**src/rtl/uart_tx_fifo_if.sv**
```systemverilog
// Valid/ready push channel into the buffered UART transmitter.
interface uart_tx_fifo_if #(
    parameter int DATA_BITS = 8
);
    logic [DATA_BITS-1:0] data;
    logic                 valid;
    logic                 ready;

    modport master (output data, output valid, input ready);
    modport slave  (input data, input valid, output ready);
endinterface

```
**src/rtl/uart_tx_fifo.sv**
```systemverilog
// Buffered 8N1 UART transmitter; define UART_TX_PARITY_EN to add an even-parity bit before stop.
// States: IDLE line high | START start bit out | DATA data bits out | PARITY parity out | STOP stop bit out.
module uart_tx_fifo #(
    parameter int FIFO_DEPTH_LOG2 = 4,
    parameter int DATA_BITS       = 8
) (
    input  logic                     clk_i,
    input  logic                     reset_i,
    input  logic                     enable_i,
    uart_tx_fifo_if.slave            push_if,
    output logic                     tx_o,
    output logic                     busy_o,
    output logic [FIFO_DEPTH_LOG2:0] fifo_count_o
);
    localparam int PTR_W = FIFO_DEPTH_LOG2 + 1;
    localparam int DEPTH = 1 << FIFO_DEPTH_LOG2;
    localparam int CNT_W = $clog2(DATA_BITS + 1);
    localparam logic [PTR_W-1:0] PTR_ONE = PTR_W'(1);
    localparam logic [CNT_W-1:0] CNT_ONE = CNT_W'(1);

`ifdef UART_TX_PARITY_EN
    typedef enum logic [2:0] {S_IDLE, S_START, S_DATA, S_PARITY, S_STOP} state_t;
    logic parity_q, parity_d;
`else
    typedef enum logic [1:0] {S_IDLE, S_START, S_DATA, S_STOP} state_t;
`endif

    logic [DATA_BITS-1:0] mem_q [DEPTH];
    logic [PTR_W-1:0]     wr_ptr_q, wr_ptr_d, rd_ptr_q, rd_ptr_d, count_d;
    logic                 full, empty, push, pop;
    logic [DATA_BITS-1:0] rd_data;
    state_t               state_q, state_d;
    logic [DATA_BITS-1:0] shift_q, shift_d;
    logic [CNT_W-1:0]     bit_cnt_q, bit_cnt_d;
    logic                 tx_q, tx_d, busy_q;

    // Occupancy, full and empty come only from registered pointers, so a
    // same-cycle pop never frees space for a push and a new byte is never popped early.
    assign fifo_count_o  = wr_ptr_q - rd_ptr_q;
    assign full          = (fifo_count_o == PTR_W'(DEPTH));
    assign empty         = (wr_ptr_q == rd_ptr_q);
    assign push          = push_if.valid && !full;
    assign push_if.ready = !full;
    assign rd_data       = mem_q[rd_ptr_q[FIFO_DEPTH_LOG2-1:0]];
    assign wr_ptr_d      = push ? wr_ptr_q + PTR_ONE : wr_ptr_q;
    assign rd_ptr_d      = pop  ? rd_ptr_q + PTR_ONE : rd_ptr_q;
    assign count_d       = wr_ptr_d - rd_ptr_d;
    assign tx_o          = tx_q;
    assign busy_o        = busy_q;

    always_ff @(posedge clk_i) begin
        if (push && !reset_i) begin
            mem_q[wr_ptr_q[FIFO_DEPTH_LOG2-1:0]] <= push_if.data;
        end
    end

    always_comb begin
        state_d   = state_q;
        shift_d   = shift_q;
        bit_cnt_d = bit_cnt_q;
        tx_d      = tx_q;
        pop       = 1'b0;
`ifdef UART_TX_PARITY_EN
        parity_d  = parity_q;
`endif
        if (enable_i) begin
            case (state_q)
                S_IDLE, S_STOP: begin
                    tx_d    = 1'b1;
                    state_d = S_IDLE;
                    if (!empty) begin
                        pop     = 1'b1;
                        shift_d = rd_data;
                        tx_d    = 1'b0;
                        state_d = S_START;
`ifdef UART_TX_PARITY_EN
                        parity_d = ^rd_data;
`endif
                    end
                end
                S_START: begin
                    tx_d      = shift_q[0];
                    shift_d   = shift_q >> 1;
                    bit_cnt_d = CNT_ONE;
                    state_d   = S_DATA;
                end
                S_DATA: begin
                    if (bit_cnt_q < CNT_W'(DATA_BITS)) begin
                        tx_d      = shift_q[0];
                        shift_d   = shift_q >> 1;
                        bit_cnt_d = bit_cnt_q + CNT_ONE;
                    end else begin
`ifdef UART_TX_PARITY_EN
                        tx_d    = parity_q;
                        state_d = S_PARITY;
`else
                        tx_d    = 1'b1;
                        state_d = S_STOP;
`endif
                    end
                end
`ifdef UART_TX_PARITY_EN
                S_PARITY: begin
                    tx_d    = 1'b1;
                    state_d = S_STOP;
                end
`endif
                default: begin
                    tx_d    = 1'b1;
                    state_d = S_IDLE;
                end
            endcase
        end
    end

    always_ff @(posedge clk_i) begin
        if (reset_i) begin
            wr_ptr_q  <= '0;
            rd_ptr_q  <= '0;
            state_q   <= S_IDLE;
            shift_q   <= '0;
            bit_cnt_q <= '0;
            tx_q      <= 1'b1;
            busy_q    <= 1'b0;
`ifdef UART_TX_PARITY_EN
            parity_q  <= 1'b0;
`endif
        end else begin
            wr_ptr_q  <= wr_ptr_d;
            rd_ptr_q  <= rd_ptr_d;
            state_q   <= state_d;
            shift_q   <= shift_d;
            bit_cnt_q <= bit_cnt_d;
            tx_q      <= tx_d;
            busy_q    <= (state_d != S_IDLE) || (count_d != '0);
`ifdef UART_TX_PARITY_EN
            parity_q  <= parity_d;
`endif
        end
    end
endmodule

```
**src/flat_wrapper.sv**
```systemverilog
// flat-port wrapper written by rule: the top's interface ports become plain ports
module uart_tx_fifo_flat 
#(
    parameter int FIFO_DEPTH_LOG2 = 4,
    parameter int DATA_BITS       = 8
)
  (clk_i, reset_i, enable_i, tx_o, busy_o, fifo_count_o, push_if_data, push_if_valid, push_if_ready);
  uart_tx_fifo_if #(.DATA_BITS(DATA_BITS)) push_if_i ();
  input  logic clk_i;
  input  logic reset_i;
  input  logic enable_i;
  output logic tx_o;
  output logic busy_o;
  output logic [FIFO_DEPTH_LOG2:0] fifo_count_o;
  input wire logic [$bits(push_if_i.data)-1:0] push_if_data;
  input wire logic [$bits(push_if_i.valid)-1:0] push_if_valid;
  output wire logic [$bits(push_if_i.ready)-1:0] push_if_ready;
  assign push_if_i.data = push_if_data;
  assign push_if_i.valid = push_if_valid;
  assign push_if_ready = push_if_i.ready;
  uart_tx_fifo #(.FIFO_DEPTH_LOG2(FIFO_DEPTH_LOG2), .DATA_BITS(DATA_BITS)) u_core (.clk_i(clk_i), .reset_i(reset_i), .enable_i(enable_i), .push_if(push_if_i), .tx_o(tx_o), .busy_o(busy_o), .fifo_count_o(fifo_count_o));
endmodule
```
**config.mk**
```make
export PLATFORM = sky130hd
export DESIGN_NAME = uart_tx_fifo_flat
export DESIGN_NICKNAME = d
export VERILOG_FILES = /design/src/rtl/uart_tx_fifo_if.sv /design/src/rtl/uart_tx_fifo.sv /design/src/flat_wrapper.sv
export SDC_FILE = /design/constraint.sdc
export NUM_CORES = 1
export LEC_CHECK = 0
export ABC_AREA = 1
export CAP_MARGIN = 20
export CORE_ASPECT_RATIO = 1.25
export CORE_MARGIN = 3
export CORE_UTILIZATION = 35
export CTS_BUF_LIST = sky130_fd_sc_hd__clkbuf_4
export DETAILED_ROUTE_END_ITERATION = 16
export GPL_TIMING_DRIVEN = 0
export PLACE_DENSITY_LB_ADDON = 0.3
export SYNTH_ARGS = -nofsm -noshare
export SYNTH_HDL_FRONTEND = slang
export SYNTH_SLANG_ARGS = --single-unit
```
**constraint.sdc**
```tcl
create_clock -name clk_i -period 2.9 [get_ports clk_i]
set_input_delay 0.58 -clock clk_i [delete_from_list [all_inputs] [get_ports clk_i]]
set_output_delay 0.58 -clock clk_i [all_outputs]
set_load 0.005 [all_outputs]
```
Word-level counts from Yosys, hierarchy flattened
Memories as Yosys holds them, arrays and structs flattened. A register that Yosys moved wholly into a read port is not among the register bits.
Index checks and enable logic that the tools add are counted.
W data, S select, Z words.
- add/sub/neg operators: 5
- multiply operators: 0
- divide/modulo/power cells: 0
- magnitude comparators: 1
- equal/unequal tests: 7
- shifts and indexed selects: 0
- muxes and demuxes: 20
- bitwise operators: 0
- reduce and logical (&&, ||, !) cells: 12
- operators with widths (operator ; number):
    $pmux W8 S3 ; 1
    $mux W8 ; 2
    $add A5 B1 Y5 const B ; 2
    $mux W5 ; 2
    $sub A5 B5 Y5 ; 2
    $mux W1 ; 8
    $mux W4 ; 2
    $pmux W4 S2 ; 1
    $pmux W2 S3 ; 1
    $reduce_and A3 Y1 ; 2
    $eq A5 B5 Y1 ; 1
    $eq A5 B5 Y1 const B ; 1
    $reduce_bool A5 Y1 ; 1
    $add A4 B1 Y4 const B ; 1
    $eq A2 B2 Y1 const B ; 2
    $lt A4 B4 Y1 const B ; 1
    $mux W2 ; 2
    $reduce_bool A2 Y1 ; 2
    $pmux W1 S3 ; 1
    $eq A2 B1 Y1 const B ; 1
    $logic_and A1 B1 Y1 ; 2
    $logic_not A1 Y1 ; 2
    $logic_not A2 Y1 ; 1
    $ne A2 B1 Y1 const B ; 1
    other kinds (3) ; 3
- register bits after elaboration: 26
- bits in latches: 0
- bits in writable memories: 128
- ROM bits: 0
- input bits: 12
- output and inout port bits: 8
- word-level logic and storage cells: 53
- memories kept: 1
- memory list (name ; depth ; width ; rd ports ; clocked after memory_dff ; wr ports ; line ; text):
    u_core.mem_q ; 16 ; 8 ; 1 ; 1 ; 1 ; uart_tx_fifo.sv:28 ; logic [DATA_BITS-1:0] mem_q [DEPTH];

Logic depth before layout (Yosys ltp)
Gate-level depths: netlist of run 1.
- depth in word-level cells: 8
- gate-level depth with buffers: 25
- depth with buffers taken out: 25

Least setup slack after synthesis of run 1
Ideal clock, no wire load.
- path type: register to register
- start point: register u_core.rd_ptr_q[1]
- end point: register u_core.busy_q, in the netlist u_core.busy_o
- setup time: 109 ps
- arrival: 3074 ps
- data required time: 2791 ps
- setup slack: -283 ps
- cell stages (with the launch flop): 22
- path buffers: 2
- period minus slack after synthesis: 3183 ps
- path through: dfxtp_1 buf_2 inv_1 buf_6 fa_1 or2_1 nor2_2 nand3_4 nand2_4 nor2_2 xor2_1 inv_1 ha_1 a21o_1 a21oi_1 inv_1 nand3_1 nand2_1 nand3_1 nand3_1 nand2_1 inv_1
- word-level cells in the longest chain between the ends: 8
- elaborated cells between the ends (all ways): 18
- those cells by class: add/sub (3); eq/ne (2); mux (8); reduce/logical (5)
- ends and longest elaborated chain (what ; line ; text):
    start: declaration ; uart_tx_fifo.sv:29 ; logic [PTR_W-1:0] wr_ptr_q, wr_ptr_d, rd_ptr_q, rd_ptr_d, count_d;
    start signal: assignment ; uart_tx_fifo.sv:130 ; rd_ptr_q <= rd_ptr_d;
    $sub A5 B5 Y5 ; uart_tx_fifo.sv:39 ; assign fifo_count_o = wr_ptr_q - rd_ptr_q;
    named net fifo_count_o[1] ; flat_wrapper.sv:14 ; output logic [FIFO_DEPTH_LOG2:0] fifo_count_o;
    $eq A5 B5 Y1 ; uart_tx_fifo.sv:40 ; assign full = (fifo_count_o == PTR_W'(DEPTH));
    $logic_not A1 Y1 ; -- ;
    named net push_if_ready ; flat_wrapper.sv:17 ; output wire logic [$bits(push_if_i.ready)-1:0] push_if_ready;
    $logic_and A1 B1 Y1 ; uart_tx_fifo.sv:42 ; assign push = push_if.valid && !full;
    $mux W5 ; uart_tx_fifo.sv:45 ; assign wr_ptr_d = push ? wr_ptr_q + PTR_ONE : wr_ptr_q;
    named net u_core.wr_ptr_d[3] ; uart_tx_fifo.sv:29 ;
    $sub A5 B5 Y5 ; uart_tx_fifo.sv:47 ; assign count_d = wr_ptr_d - rd_ptr_d;
    $reduce_bool A5 Y1 ; uart_tx_fifo.sv:135 ; busy_q <= (state_d != S_IDLE) || (count_d != '0);
    $logic_or A1 B1 Y1 ; uart_tx_fifo.sv:135 ;
    end signal: assignment ; uart_tx_fifo.sv:135 ;
    end: declaration ; uart_tx_fifo.sv:35 ; logic tx_q, tx_d, busy_q;
The timed path passes the listed nets, and every way through them passes these cells.
A chain may end at the register's enable or synchronous reset.

Worst setup path after layout of run 1
- start point: register u_core.rd_ptr_q[0]
- end point: register u_core.busy_q, in the netlist u_core.busy_o
- word-level cells in the longest chain between the ends: 8
- elaborated cells between the ends (all ways): 18
- those cells by class: add/sub (3); eq/ne (2); mux (8); reduce/logical (5)
- ends and longest elaborated chain (what ; line):
    $sub A5 B5 Y5 ; uart_tx_fifo.sv:39
    $eq A5 B5 Y1 ; uart_tx_fifo.sv:40
    $logic_not A1 Y1 ; uart_tx_fifo.sv:42
    $logic_and A1 B1 Y1 ; uart_tx_fifo.sv:42
    $mux W5 ; uart_tx_fifo.sv:45
    named net u_core.wr_ptr_d[3] ; uart_tx_fifo.sv:29
    $sub A5 B5 Y5 ; uart_tx_fifo.sv:47
    $reduce_bool A5 Y1 ; uart_tx_fifo.sv:135
    $logic_or A1 B1 Y1 ; uart_tx_fifo.sv:135
The timed path passes the listed nets, and every way through them passes these cells.

==> results of run 1 <==
[cell type report]
class,count,share of cell area (%)
antenna,1,0.0314
buffer,28,2.05
clock buffer,17,1.60
clock inverter,15,2.24
inverter,37,2.05
multi-input combinational,421,29.8
sequential,154,54.9
tap,232,3.64
timing repair buffer,34,3.70
[power groups by stage]
stage | Clock, mW | Combinational (mW) | Sequential [mW]
after floorplan | 0 | 1.98 | 2.67
after global placement | 0 | 2.89 | 2.69
after detailed placement | 0 | 2.95 | 2.69
after CTS | 1.42 | 3.14 | 2.65
after global routing | 1.50 | 3.57 | 2.66
final | 1.39 | 3.25 | 2.65
[timing repair]
action	4_1_cts	5_1_grt
pin swaps	4	14
buffers inserted	11	2
resized for setup	39	24
endpoints found under the setup margin	130	95
[sequential cells by signal (all words and copies together) (netlist names)]
name,cells
u_core.mem_q,128
u_core.state_q,2
u_core.wr_ptr_q,5
u_core.tx_o,1
u_core.shift_q,8
u_core.rd_ptr_q,5
u_core.bit_cnt_q,4
u_core.busy_o,1
[per-layer routing]
layer	wire length [µm]	global-route usage [%]	vias up
li1	-	-	2341
met1	6790	19.5	2342
met4	486	7.67	0
met5	0	0	-
met3	912	3.19	31
met2	8820	28.7	147
[cells in the mapped netlist (2+ instances only)]
| library cell | count |
|---|---|
| nor2_1 | 132 |
| edfxtp_1 | 128 |
| nand2_1 | 82 |
| o21ai_0 | 73 |
| inv_1 | 32 |
| dfxtp_1 | 26 |
| nand3_1 | 25 |
| o211ai_1 | 20 |
| a21oi_1 | 19 |
| ha_1 | 16 |
| buf_2 | 15 |
| o22ai_1 | 9 |
| xor2_1 | 9 |
| clkbuf_1 | 8 |
| o21ai_1 | 8 |
| inv_2 | 5 |
| nor3_1 | 5 |
| nor2_2 | 4 |
| buf_4 | 3 |
| buf_6 | 3 |
| nand2_2 | 3 |
| nand2_4 | 3 |
| or2_1 | 2 |
[path summary, 6_finish.rpt]
| path | to | slack [ns] | depth (start not counted) |
|---|---|---|---|
| worst max-delay path | u_core.busy_o$_SDFF_PP0_ | -0.17 | 20 |
| worst min register to register | u_core.bit_cnt_q[3]$_SDFFE_PP0P_ | 0.47 | 2 |
| worst min-delay path | u_core.state_q[0]$_SDFF_PP0_ | 0.39 | 2 |
| worst max register to register | u_core.busy_o$_SDFF_PP0_ | -0.17 | 20 |
[cells by family (layout without fill, tap and decap cells)]
kind of cell / count (synthesis) / count (layout) / synth area share (%)
other: 0 / 1 / 0
adders and majority gates: 17 / 17 / 3.23
buffers and inverters: 66 / 131 / 4.41
DFF: 154 / 154 / 64.1
and+or+nand+nor: 262 / 262 / 16.2
xor gates and xnor gates: 10 / 10 / 1.29
AOI/OAI and AO/OA: 132 / 132 / 10.7
==> results.toml, run 1 <==
[timing]
finalSetupTns_ns = -0.197
clock_skew_ns = 0.0250
holdWs_ns = 0.387
tightest_slew_ns = 0.798
setup_viol = 2
period_share_pct = 106
final_hold_viol_count = 0
worst_slack_ns = -0.171
max_freq_mhz = 326
drv_slew = 0
rsz0062_at_grt = "yes"
layout_min_cycle_time_ns = 3.07
max-slew-margin-rel_pct = 46.6

[cts]
root_buffer = "clkbuf_4"
htreeDepth = 4
cts.sinks = 154
cts_made_buffers = 17
clk_latency_ns = 0.57
path_clk_slew_ns = 0.16
cts_tree = "done"
postCtsHoldBufs = 0
clockBufferDepth = 2

[layout]
final_area_um2 = 7980
mostFrequentLayoutCells = "128 x edfxtp_1, 120 x nor2_1, 78 x nand2_1, 72 x o21ai_0, 24 x inv_1"
drive_gt1_share_pct = 18.6
layout.cells.non_filler = 939
nets = 722
register_area_um2 = 4380
final_common_cell = "edfxtp_1"
nFillCells = 1785
multi_input_area_um2 = 2380
fin_util_pct = 42.2
area_growth_syn_to_layout_pct = 17.2

[setup_path]
r2r-start = "u_core.rd_ptr_q[0]$_SDFF_PP0_"
crit_fanout = 5
required_ns = 3.39
cpMaxStageDelayCell = "fa_2"
endpoint_kind = "register"
worst_ep_arrival_time_ns = 3.57
worstSetupStartpointType = "register"
critPathTopFamily = "simple AND/OR/NAND/NOR gates"
path_cells = "ha_4 -> inv_4 -> fa_2 -> or2_1 -> nor2_2 -> nand3_4 -> nand2_4 -> nor2_4 -> xor2_2 -> inv_2 -> ha_4 -> a21o_1 -> a21oi_2 -> inv_2 -> nand2_2 -> nand2_1 -> nand3_1 -> nand3_1 -> nand2_1 -> inv_1"
worstPathBufferInverterCount = 4
worst-setup-path-type = "register to register"
critPathMaxStageDelay_ns = 0.42
startpoint = "u_core.rd_ptr_q[0]$_SDFF_PP0_"

[logic_synthesis]
ys.flop_type = "edfxtp_1"
yosysTopAreaCellShare_pct = 56.5
ys_ff_latch = 154
synth_top_cell_by_area = "edfxtp_1"
synthCells = 641
yosysSeqAreaShare_pct = 64.1
syn_nets = 670
yosysWarnings = 0
async_flop_share_pct = 0
syn_avg_cell_area_um2 = 10.6
synth_cell_type_count = 34
yosys-top-cells-area = "edfxtp_1 56%, dfxtp_1 7.6%, nor2_1 7.3%"
synth_enable_flop_cells = 128
syn_area_um2 = 6810

[power_and_ir_drop]
swShare_pct = 41.2
pwr-share-comb_pct = 44.6
p_switching_mw = 3.00
internal_power_mw = 4.29
seq_power_share_pct = 36.3
p_leak_nw = 2.84
p_per_area_nw_per_um2 = 914
total_power_mw = 7.29
p_clk_share_pct = 19.1
peakVddDrop_mv = 0.336

[grt]
grt_max_degree = 17
grt_pass1_vias = 4780
grt_pass1_wl_um = 25900
grt_use_total_pct = 16.5
antenna_found_initial = 1
grt-ovfl-total = 0

[route]
drtAntennaViolNets = 0
drt-pass1-iter-count = 5
vias = 4861
viasPerCell = 5.18
drc = 0
wire_per_inst_um = 18.1
initialDrtViolationCount = 390
wirelength_um = 17000

[placed_design]
dp_hpwl_um = 11900
pre_cts_slack_ns = -0.495
place_area_um2 = 7350
io_buffers = 18
placedCellCount = 894
gp_congestion = 0.862

[outcome]
status = "complete, but fails checks"
violations = "negative setup slack"

[floorplanning]
die_h_um = 162
fp.dieW_um = 131
core_um2 = 18900
num_rows = 56
io_pins = 20
dieArea_um2 = 21200
initial_core_util_pct = 36.0

[hold_path]
hold_class = "primary input to register"
min_from = "reset_i"

[job]
max_cap_violations = 0
(Power assumes the default switching activity.)
==> run 2, diff against run 1 <==
--- a/config.mk
+++ b/config.mk
@@ -11,6 +11,7 @@
 export CORE_MARGIN = 3
 export CORE_UTILIZATION = 35
 export CTS_BUF_LIST = sky130_fd_sc_hd__clkbuf_4
+export CTS_CLUSTER_SIZE = 12
 export DETAILED_ROUTE_END_ITERATION = 16
 export GPL_TIMING_DRIVEN = 0
 export PLACE_DENSITY_LB_ADDON = 0.3
==> results of run 2 <==
Same layout as run 1: the final DEF is identical, and so are final timing and power.
==> run 3, diff against run 2 <==
--- a/config.mk
+++ b/config.mk
@@ -8,12 +8,14 @@
 export ABC_AREA = 1
 export CAP_MARGIN = 20
 export CORE_ASPECT_RATIO = 1.25
-export CORE_MARGIN = 3
+export CORE_MARGIN = 4
 export CORE_UTILIZATION = 35
 export CTS_BUF_LIST = sky130_fd_sc_hd__clkbuf_4
 export CTS_CLUSTER_SIZE = 12
 export DETAILED_ROUTE_END_ITERATION = 16
 export GPL_TIMING_DRIVEN = 0
+export HOLD_SLACK_MARGIN = 0.05
+export MAX_ROUTING_LAYER = met4
 export PLACE_DENSITY_LB_ADDON = 0.3
 export SYNTH_ARGS = -nofsm -noshare
 export SYNTH_HDL_FRONTEND = slang
==> results.toml, run 3 (synthesized netlist as in run 1, its figures left out) <==
[route]
wirelength_um = 16900
drc = 0
drt-pass1-iter-count = 7
drtAntennaViolNets = 0
initialDrtViolationCount = 302
viasPerCell = 5.21
wire_per_inst_um = 18.0
vias = 4894

[grt]
grt-ovfl-total = 0
antenna_found_initial = 1
grt_pass1_vias = 4858
grtUsageMet2_pct = 28.3
met1_usage_pct = 18.8
grt_pass1_wl_um = 26500
grt_use_met3_pct = 3.46
grt_busiest_layer = "met2"
grt_max_degree = 17
grt_use_total_pct = 16.7

[placed_design]
pre_cts_slack_ns = -0.513
dp_hpwl_um = 11900
gp_congestion = 0.876
io_buffers = 18

[power_and_ir_drop]
p_per_area_nw_per_um2 = 913
peakVddDrop_mv = 0.390
p_leak_nw = 2.86

[timing]
layout_min_cycle_time_ns = 3.05
tightest_slew_ns = 0.786
drv_slew = 0
worst_slack_ns = -0.151
finalSetupTns_ns = -0.155
max_freq_mhz = 328
max-slew-margin-rel_pct = 47.4
rsz0062_at_grt = "yes"
setup_viol = 2
clock_skew_ns = 0.0150
final_hold_viol_count = 0
period_share_pct = 105

[hold_path]
hold_class = "primary input to register"
min_from = "reset_i"

[layout]
nFillCells = 1785
drive_gt1_share_pct = 18.2
largest_reg_flops = 128
area_growth_syn_to_layout_pct = 17.2
mostFrequentLayoutCells = "128 x edfxtp_1, 120 x nor2_1, 78 x nand2_1, 72 x o21ai_0"
final_common_cell = "edfxtp_1"
nets = 724
fin_util_pct = 42.2

[floorplanning]
die_h_um = 164
initial_core_util_pct = 36.0
fp.dieW_um = 133
num_rows = 56
io_pins = 20
dieArea_um2 = 21800
core_um2 = 18900

[setup_path]
worstSetupStartpointType = "register"
startpoint = "u_core.wr_ptr_q[0]$_SDFF_PP0_"
worst_ep_arrival_time_ns = 3.52
worst-setup-path-type = "register to register"
endpoint_kind = "register"
r2r-start = "u_core.wr_ptr_q[0]$_SDFF_PP0_"
crit_fanout = 5
required_ns = 3.37

[cts]
clk_latency_ns = 0.56
clockBufferDepth = 2
path_clk_slew_ns = 0.12
cts_made_buffers = 17
cts.sinks = 154
htreeDepth = 4
root_buffer = "clkbuf_4"
cts_tree = "done"
postCtsHoldBufs = 0

[outcome]
status = "complete, but fails checks"
violations = "negative setup slack"

[job]
max_cap_violations = 0
[run 3: cell types whose count changed in the layout (fill, tap and decap cells not counted), moves of 2 or more]
cell,delta
buf_4,+4
inv_8,-4
clkinv_2,+2
clkinvlp_4,-2
nand3_1,+2
nand3_2,-2
nor3_1,-2
nor3_2,+2
[run 3: final timing paths]
path | endpoint | slack [ns] | cells after the start
worst max-delay path | u_core.busy_o$_SDFF_PP0_ | -0.15 | 21
worst min-delay path | u_core.shift_q[7]$_SDFFE_PP0P_ | 0.41 | 2
worst max register to register | u_core.busy_o$_SDFF_PP0_ | -0.15 | 21
worst min register to register | u_core.bit_cnt_q[3]$_SDFFE_PP0P_ | 0.47 | 2
[run 3: cell type report]
type	count	area (µm²)	share of cell area (%)
Buffer	28	156	1.96
Inverter	37	164	2.05
Antenna cell	1	2.50	0.0314
Sequential cell	154	4380	54.8
Timing Repair Buffer	36	317	3.97
Tap cell	232	290	3.64
Clock buffer	18	135	1.69
Clock inverter	13	168	2.10
Multi-Input combinational cell	421	2370	29.7
[run 3: critical path, stage by stage, from the launching register on]
cell and delay, ns:
dfxtp_4 0.37, inv_4 0.06, ha_4 0.13, inv_4 0.03
fa_2 0.45, or2_1 0.23, nor2_2 0.12, nand3_4 0.10
nand2_4 0.12, nor2_4 0.04, xor2_2 0.19, inv_2 0.07
ha_4 0.24, a21o_1 0.18, a21oi_2 0.15, inv_1 0.08
nand3_1 0.10, nand2_1 0.06, nand3_1 0.07, nand3_1 0.07
nand2_1 0.06, inv_1 0.04
[run 3: routing by layer]
| metal | up-vias | share of wire, % |
|---|---|---|
| met5 | - | 0 |
| met4 | 0 | 3.9 |
| met3 | 47 | 4.7 |
| met2 | 140 | 51 |
| met1 | 2371 | 41 |
| li1 | 2336 | - |
[run 3: per-stage QoR]
| stage | area (µm²) | total power [mW] | cells | hold WS, ns |
|---|---|---|---|---|
| global placement | 7330 | 5.58 | 891 | 0.443 |
| detailed placement | 7350 | 5.63 | 894 | 0.446 |
| floorplan | 6860 | 4.64 | 641 | 0.428 |
| finish | 7980 | 7.29 | 940 | 0.405 |
| global route | 7980 | 7.82 | 940 | 0.379 |
| CTS | 7850 | 7.26 | 937 | 0.366 |
[run 3: timing repair]
action	4_1_cts	5_1_grt
endpoints found under the setup margin	129	94
pin swaps	7	14
resized for setup	32	26
setup buffers	13	2
[run 3: report_power, final]
part	switching, mW	total (mW)	leakage [nW]	internal, mW
sequential	0.0948	2.65	1.37	2.55
clock	0.772	1.38	0.159	0.611
combinational	2.02	3.26	1.33	1.24
==> variant 1: new RTL, flow settings as in run 3 <==
`DATA_BITS` is set to 8 in 3 places; all go to 16.
--- a/src/rtl/uart_tx_fifo_if.sv
+++ b/src/rtl/uart_tx_fifo_if.sv
@@ -1,5 +1,5 @@
 // Valid/ready push channel into the buffered UART transmitter.
 interface uart_tx_fifo_if #(
-    parameter int DATA_BITS = 8
+    parameter int DATA_BITS = 16
 );
     logic [DATA_BITS-1:0] data;
--- a/src/rtl/uart_tx_fifo.sv
+++ b/src/rtl/uart_tx_fifo.sv
@@ -3,5 +3,5 @@
 module uart_tx_fifo #(
     parameter int FIFO_DEPTH_LOG2 = 4,
-    parameter int DATA_BITS       = 8
+    parameter int DATA_BITS       = 16
 ) (
     input  logic                     clk_i,
--- a/src/flat_wrapper.sv
+++ b/src/flat_wrapper.sv
@@ -3,5 +3,5 @@
 #(
     parameter int FIFO_DEPTH_LOG2 = 4,
-    parameter int DATA_BITS       = 8
+    parameter int DATA_BITS       = 16
 )
   (clk_i, reset_i, enable_i, tx_o, busy_o, fifo_count_o, push_if_data, push_if_valid, push_if_ready);
Interface: changed (resized push_if_data); port bits go from 20 to 28. The function was not compared with the original's and may differ.
==> variant 1 against run 3 <==
The flow still finishes with violations (negative setup slack); routed wire length rose by 95%; fmax increased by 3.5%; synthesized area increased by 78%; sequential cell count is 137 higher; die area is 73% higher; cell area grew 82%; worst setup slack better by 0.10 ns; power grew 82%; largest power group unchanged.
==> variant 1: results (changes against run 3) <==
The flow ran to the end, but the final reports show violations. The final reports fail on negative setup slack. The via count of the first global-routing pass was 8,624 (+78%); the share of post-route cells with drive strength above 1 was 0.1973 (+0.01480). The run gives 632 (+110%) as the initial DRC count.

The transition at the pin with the smallest max-transition slack was 0.7783 ns (-0.007638 ns); the final hold slack was 0.2349 ns (-0.1704 ns). The flip-flop count of the largest register after layout was 256 (+100%); the unique cell type count in the Yosys netlist was 37 (+8.8%). Ranked by instance count, the synthesized netlist is headed by edfxtp_1 (256), nor2_1 (212), nand2_1 (140). The logs give 2 (unchanged) for the count of final setup violators and 71 (+54) for the number of buffers created by CTS. The reported leakage power was 5.137 nW (+80%). The run gives 32,860 um (+95%) as the aggregate routed wire length. The tools report the last weighted congestion value of the routability-driven placer as 0.8382 (-4.3%). The clock-pin slew of the registers on the worst-case setup and hold paths is 0.07 ns (-0.05 ns).

The level count of the clock H-tree was 3 (-1). The quantity of I/O buffers inserted on ports was 26 (+8). In the post-synthesis netlist, the biggest area contributors are edfxtp_1 (63%), nor2_1 (6.6%), dfxtp_1 (5.8%), o21ai_0 (4.4%), nand2_1 (4.3%).

The critical-path maximum fanout is 6 (+1). The worst-case clock skew is 0.05077 ns (+0.03579 ns). The logs give 5 (-2) for the iteration count of the initial detailed-routing pass and 0.69 ns (+0.13 ns) for the clock latency at the later pin of the worst-skew pair. The number of vias in the routed layout is 8,661 (+77%). The maximum root-to-sink buffer count came out at 3 (+1).

The summed negative setup slack over all endpoints was -0.07041 ns (+0.08452 ns). HPWL after detailed placement: 21,940 um (+85%). The proportion of register bits with asynchronous set or reset after synthesis was 0 (unchanged); the synthesized netlist net count was 1,099 (+64%).

The tools report the minimum setup slack in the final design as -0.04947 ns (+0.1018 ns). The proportion of synthesized chip area in sequential cells came out at 0.6911 (+0.05000). The final layout net count was 1,227 (+69%); the number of enable flip-flop cells after synthesis was 256 (+100%). The global-route usage over all layers was 0.1787 (+0.01165); the worst setup slack after placement was -0.5858 ns (-0.07256 ns).

The highest ir drop seen on vdd came out at 0.0002636 V (-32%). The highest cell delay on the worst timing path was 0.39 ns (-0.06 ns); the signal arrival time at the worst endpoint was 3.54 ns (+0.02 ns). Wire length of the first global-routing pass: 49,800 um (+88%).
## variant 1: path summary, 6_finish.rpt
kind	startpoint	to	cells past startpoint
max	u_core.wr_ptr_q[0]	u_core.busy_o	25
min	reset_i	u_core.bit_cnt_q[0]	2
max reg2reg	u_core.wr_ptr_q[0]	u_core.busy_o	25
min reg2reg	u_core.bit_cnt_q[3]	u_core.bit_cnt_q[4]	2
## variant 1: timing repair
action | 4_1_cts | 5_1_grt
gates resized for setup | 37 | 21
setup endpoints to repair | 230 | 113
setup buffers | 12 | 6
pin swaps | 22 | 12
## variant 1: layer usage
layer | wire, um | GRT usage
met1 | 13370 | 0.2147
met2 | 15880 | 0.2851
met3 | 1965 | 0.03402
met4 | 1646 | 0.09851
met5 | 0 | -
## variant 1: where the power goes
group | leakage (nW) | internal (W) | switching (W)
registers | 2.60 | 0.00482 | 0.000134
clock network | 0.529 | 0.00172 | 0.00157
logic | 2.01 | 0.00175 | 0.00327
total | 5.14 | 0.00830 | 0.00497
## variant 1: layout make-up
| class | instances | area (um^2) |
|---|---|---|
| multi-input combinational | 675 | 3547 |
| clock buffer | 103 | 773.2 |
| timing repair buffer | 58 | 618.1 |
| buffer | 56 | 316.6 |
| sequential | 291 | 8408 |
| antenna | 1 | 2.502 |
| fill | 3212 | 19810 |
| inverter | 37 | 157.7 |
| tap | 468 | 585.6 |
| clock inverter | 22 | 110.1 |
## variant 1: per-stage QoR
step           power [W]  std cells  instance area (um^2)
2_1_floorplan   0.008010       1062                 12210
3_3_place_gp    0.009650       1556                 13050
3_5_place_dp    0.009722       1570                 13300
4_1_cts          0.01325       1705                 14400
5_1_grt          0.01416       1711                 14520
6_report         0.01327       1711                 14520
## variant 1: cells by family after synthesis
group	Yosys count	synth area share
and+or+nand+nor	453	0.1558
AOI/OAI and AO/OA	196	0.08989
xor gates and xnor gates	9	0.006495
adders and majority gates	17	0.01814
buffers and inverters	96	0.03865
DFF	291	0.6911
==> variant 2: new RTL, config.mk and constraints of run 3 <==
Without the edit above. Take the reset off `shift_q` and load it in a clocked block of its own.
--- a/src/rtl/uart_tx_fifo.sv
+++ b/src/rtl/uart_tx_fifo.sv
@@ -119,5 +119,4 @@
             rd_ptr_q  <= '0;
             state_q   <= S_IDLE;
-            shift_q   <= '0;
             bit_cnt_q <= '0;
             tx_q      <= 1'b1;
@@ -130,5 +129,4 @@
             rd_ptr_q  <= rd_ptr_d;
             state_q   <= state_d;
-            shift_q   <= shift_d;
             bit_cnt_q <= bit_cnt_d;
             tx_q      <= tx_d;
@@ -139,4 +137,8 @@
         end
     end
+
+    always_ff @(posedge clk_i) begin
+        shift_q <= shift_d;
+    end
 endmodule
 
Function: same outputs for any inputs over 10 cycles, from zero or initial values and one cycle with reset_i high; that may be too few to reach the edited logic, so the function may still have changed.
==> variant 2 against run 3 <==
The flow still finishes with violations (negative setup slack); clock power fell by 17%; power fell by 1.9%; synthesized area fell by 2.2%; count of clock-buffer cells in the layout rose by 2; synthesized cell count fell by 8.9%; routed wire length rose by 3.4%; fmax rose by 0.27%; cell count fell by 5.3%; hold slack improved by 0.013 ns; sequential power rose by 3%; cell area fell by 1.5%; critical path type unchanged; highest routed layer unchanged; worst setup slack improved by 0.0082 ns; sequential cell count did not move.
==> variant 2: results (changes against run 3) <==
The flow ran to the end, but the final reports show violations. The checks that failed: negative setup slack. The share of the final layout cell area in sequential cells is 0.5672 (+0.01880).

The tools report the reported leakage power as 2.762 nW (-3.3%). The logs give 4 (-3) for the iteration count of the initial detailed-routing pass and 0 (unchanged) for the number of max-cap violations. The post-placement cell area is 0.007159 mm^2 (-2.7%). STA classifies the critical path endpoint as a flip-flop. Startpoint kind of the worst setup timing path: a flip-flop.

The clock distribution area overhead in the final layout is 0.02976 (-0.008180). The number of enable flip-flop cells after synthesis was 136 (+6.3%). Final layout net count: 673 (-7.0%). The transition at the pin with the smallest max-transition slack came out at 0.7823 ns (-0.003628 ns). After synthesis, the cell types taking the most area are edfxtp_1 (61%), nor2_1 (5.9%), dfxtp_1 (5.4%), o21ai_0 (4.7%), nand2_1 (3.7%). The detail-routed via count per cell works out to 5.298 (+1.8%). The flip-flop count of the largest register after layout is 128 (unchanged), and the detail-routed net length per standard cell is 19.62 um (+9.2%).

In the synthesized netlist, the cells that appear most often are edfxtp_1 (136), nor2_1 (105), nand2_1 (65). Clock latency at the later pin of the worst-skew pair: 0.55 ns. The core outline area was 0.01871 mm^2 (-1.1%); the number of sequential cells was 154 (unchanged).

The number of antenna violations at the first check in global routing was 1 (unchanged). The number of buffers outside the clock class in the layout was 69 (+7.8%); the level count of the clock H-tree was 4 (unchanged). The tools report the initial DRC count as 401 (+33%). Count of final setup violators: 2 (unchanged). The startpoint of the worst-slack reg-to-reg timing path is u_core.wr_ptr_q[0]. The tools report the maximum root-to-sink buffer count as 2 (unchanged).

The tools report the clock buffer count as 20 (+2). Number of warnings reported in the yosys synthesis log: 0 (unchanged). Number of remaining DRC errors: 0 (unchanged).

The highest ir drop seen on vdd was 0.0003482 V (-11%); the number of buffers created by CTS was 17 (unchanged). The area share of buffers outside the clock network was 0.06732 (+0.008058); the HPWL after detailed placement was 11,580 um (-2.5%). The logs give 613 (-8.5%) for the synthesized netlist net count and -0.6874 ns (-0.1742 ns) for the worst setup slack after placement. The logs give 1,738 (-2.6%) for the layout filler cell count and 363 (-14%) for the multi-input logic cell count. Unique cell type count in the Yosys netlist: 37 (+8.8%).

The run gives 0.8833 (+0.81%) as the last weighted congestion value of the routability-driven placer. The global-route usage over all layers was 0.1730 (+0.005961). The tools report the area taken by multi-input logic gates as 0.002182 mm^2 (-8.0%). The quantity of I/O buffers inserted on ports came out at 18 (unchanged). The wire length of the first global-routing pass came out at 27,100 um (+2.2%). The non-clock inverter total of the final layout is 39 (+5.4%). The clock-pin slew of the registers on the worst-case setup and hold paths came out at 0.13 ns. The cell count of the worst reg-to-reg path is 21 (unchanged), and the share of post-route cells with drive strength above 1 is 0.1994 (+0.01693). Worst-case clock skew: 0.02453 ns (+0.009554 ns).

Pin count of the biggest net entering global routing: 17 (unchanged). The run gives 0.6675 (+0.02649) as the proportion of synthesized chip area in sequential cells. Critical-path maximum fanout: 6 (+1).

Via count of the first global-routing pass: 4,742 (-2.4%). The minimum setup slack in the final design is -0.1431 ns (+0.008153 ns).
-- variant 2: where the power goes --
group | leakage [nW] | switching (W) | internal [W]
registers | 1.38 | 0.0000825 | 0.00263
clock network | 0.134 | 0.000707 | 0.000435
logic | 1.25 | 0.00198 | 0.00131
-- variant 2: critical path, cell delays in order (launching register included) --
cell and delay (ns):
dfxtp_4 0.37, inv_4 0.06, ha_4 0.13, inv_4 0.03
fa_2 0.45, or2_1 0.23, nor2_2 0.09, nand3_2 0.12
nand2_4 0.16, nand2_2 0.07, o21ai_2 0.08, inv_2 0.08
ha_4 0.28, inv_4 0.04, o21bai_4 0.19, a21oi_4 0.08
xor2_1 0.13, nand2_1 0.07, nor2_2 0.11, nand3_2 0.08
nand2_1 0.07, inv_1 0.04
-- variant 2: metrics by stage --
| step | instances | setup TNS, ns | util |
|---|---|---|---|
| 2_1_floorplan | 584 | -0.1460 | - |
| 3_3_place_gp | 834 | -45.94 | 0.3819 |
| 4_1_cts | 887 | -0.2513 | 0.4126 |
| 5_1_grt | 890 | -0.9547 | 0.4202 |
| 3_5_place_dp | 837 | -41.41 | 0.3827 |
| 6_report | 890 | -0.1451 | 0.4202 |
-- variant 2: cell families after synthesis --
family | after synthesis | share of synthesized area
simple gates | 215 | 0.1376
xor+xnor | 10 | 0.01315
fa+ha+maj | 17 | 0.03308
buf+inv | 67 | 0.04097
flops | 154 | 0.6675
compound gates | 121 | 0.1077
-- variant 2: worst min-delay path by stage --
stage | start | endpoint | slack, ns | cells past startpoint
after floorplan | u_core.bit_cnt_q[1] | u_core.bit_cnt_q[1] | 0.46 | 2
after global placement | u_core.tx_o | u_core.tx_o | 0.46 | 2
after detailed placement | u_core.tx_o | u_core.tx_o | 0.46 | 2
after CTS | enable_i | u_core.tx_o | 0.39 | 4
after global routing | enable_i | u_core.tx_o | 0.44 | 4
final | enable_i | u_core.tx_o | 0.42 | 4
-- variant 2: routing by layer --
metal | routed length (um) | vias up | GRT usage | part of all wire
met5 | 0 | - | - | 0
met4 | 444 | 0 | 0.05444 | 0.025
met3 | 1119 | 36 | 0.03841 | 0.064
met2 | 9211 | 157 | 0.3033 | 0.53
met1 | 6689 | 2319 | 0.1992 | 0.38
li1 | - | 2203 | - | -
-- variant 2: what timing repair did --
| item | in CTS | in global routing |
|---|---|---|
| gates resized for setup | 40 | 35 |
| buffers inserted | 19 | 2 |
| pin swaps | 19 | 18 |
| endpoints found under the setup margin | 131 | 124 |
| gates cloned | 1 | 0 |
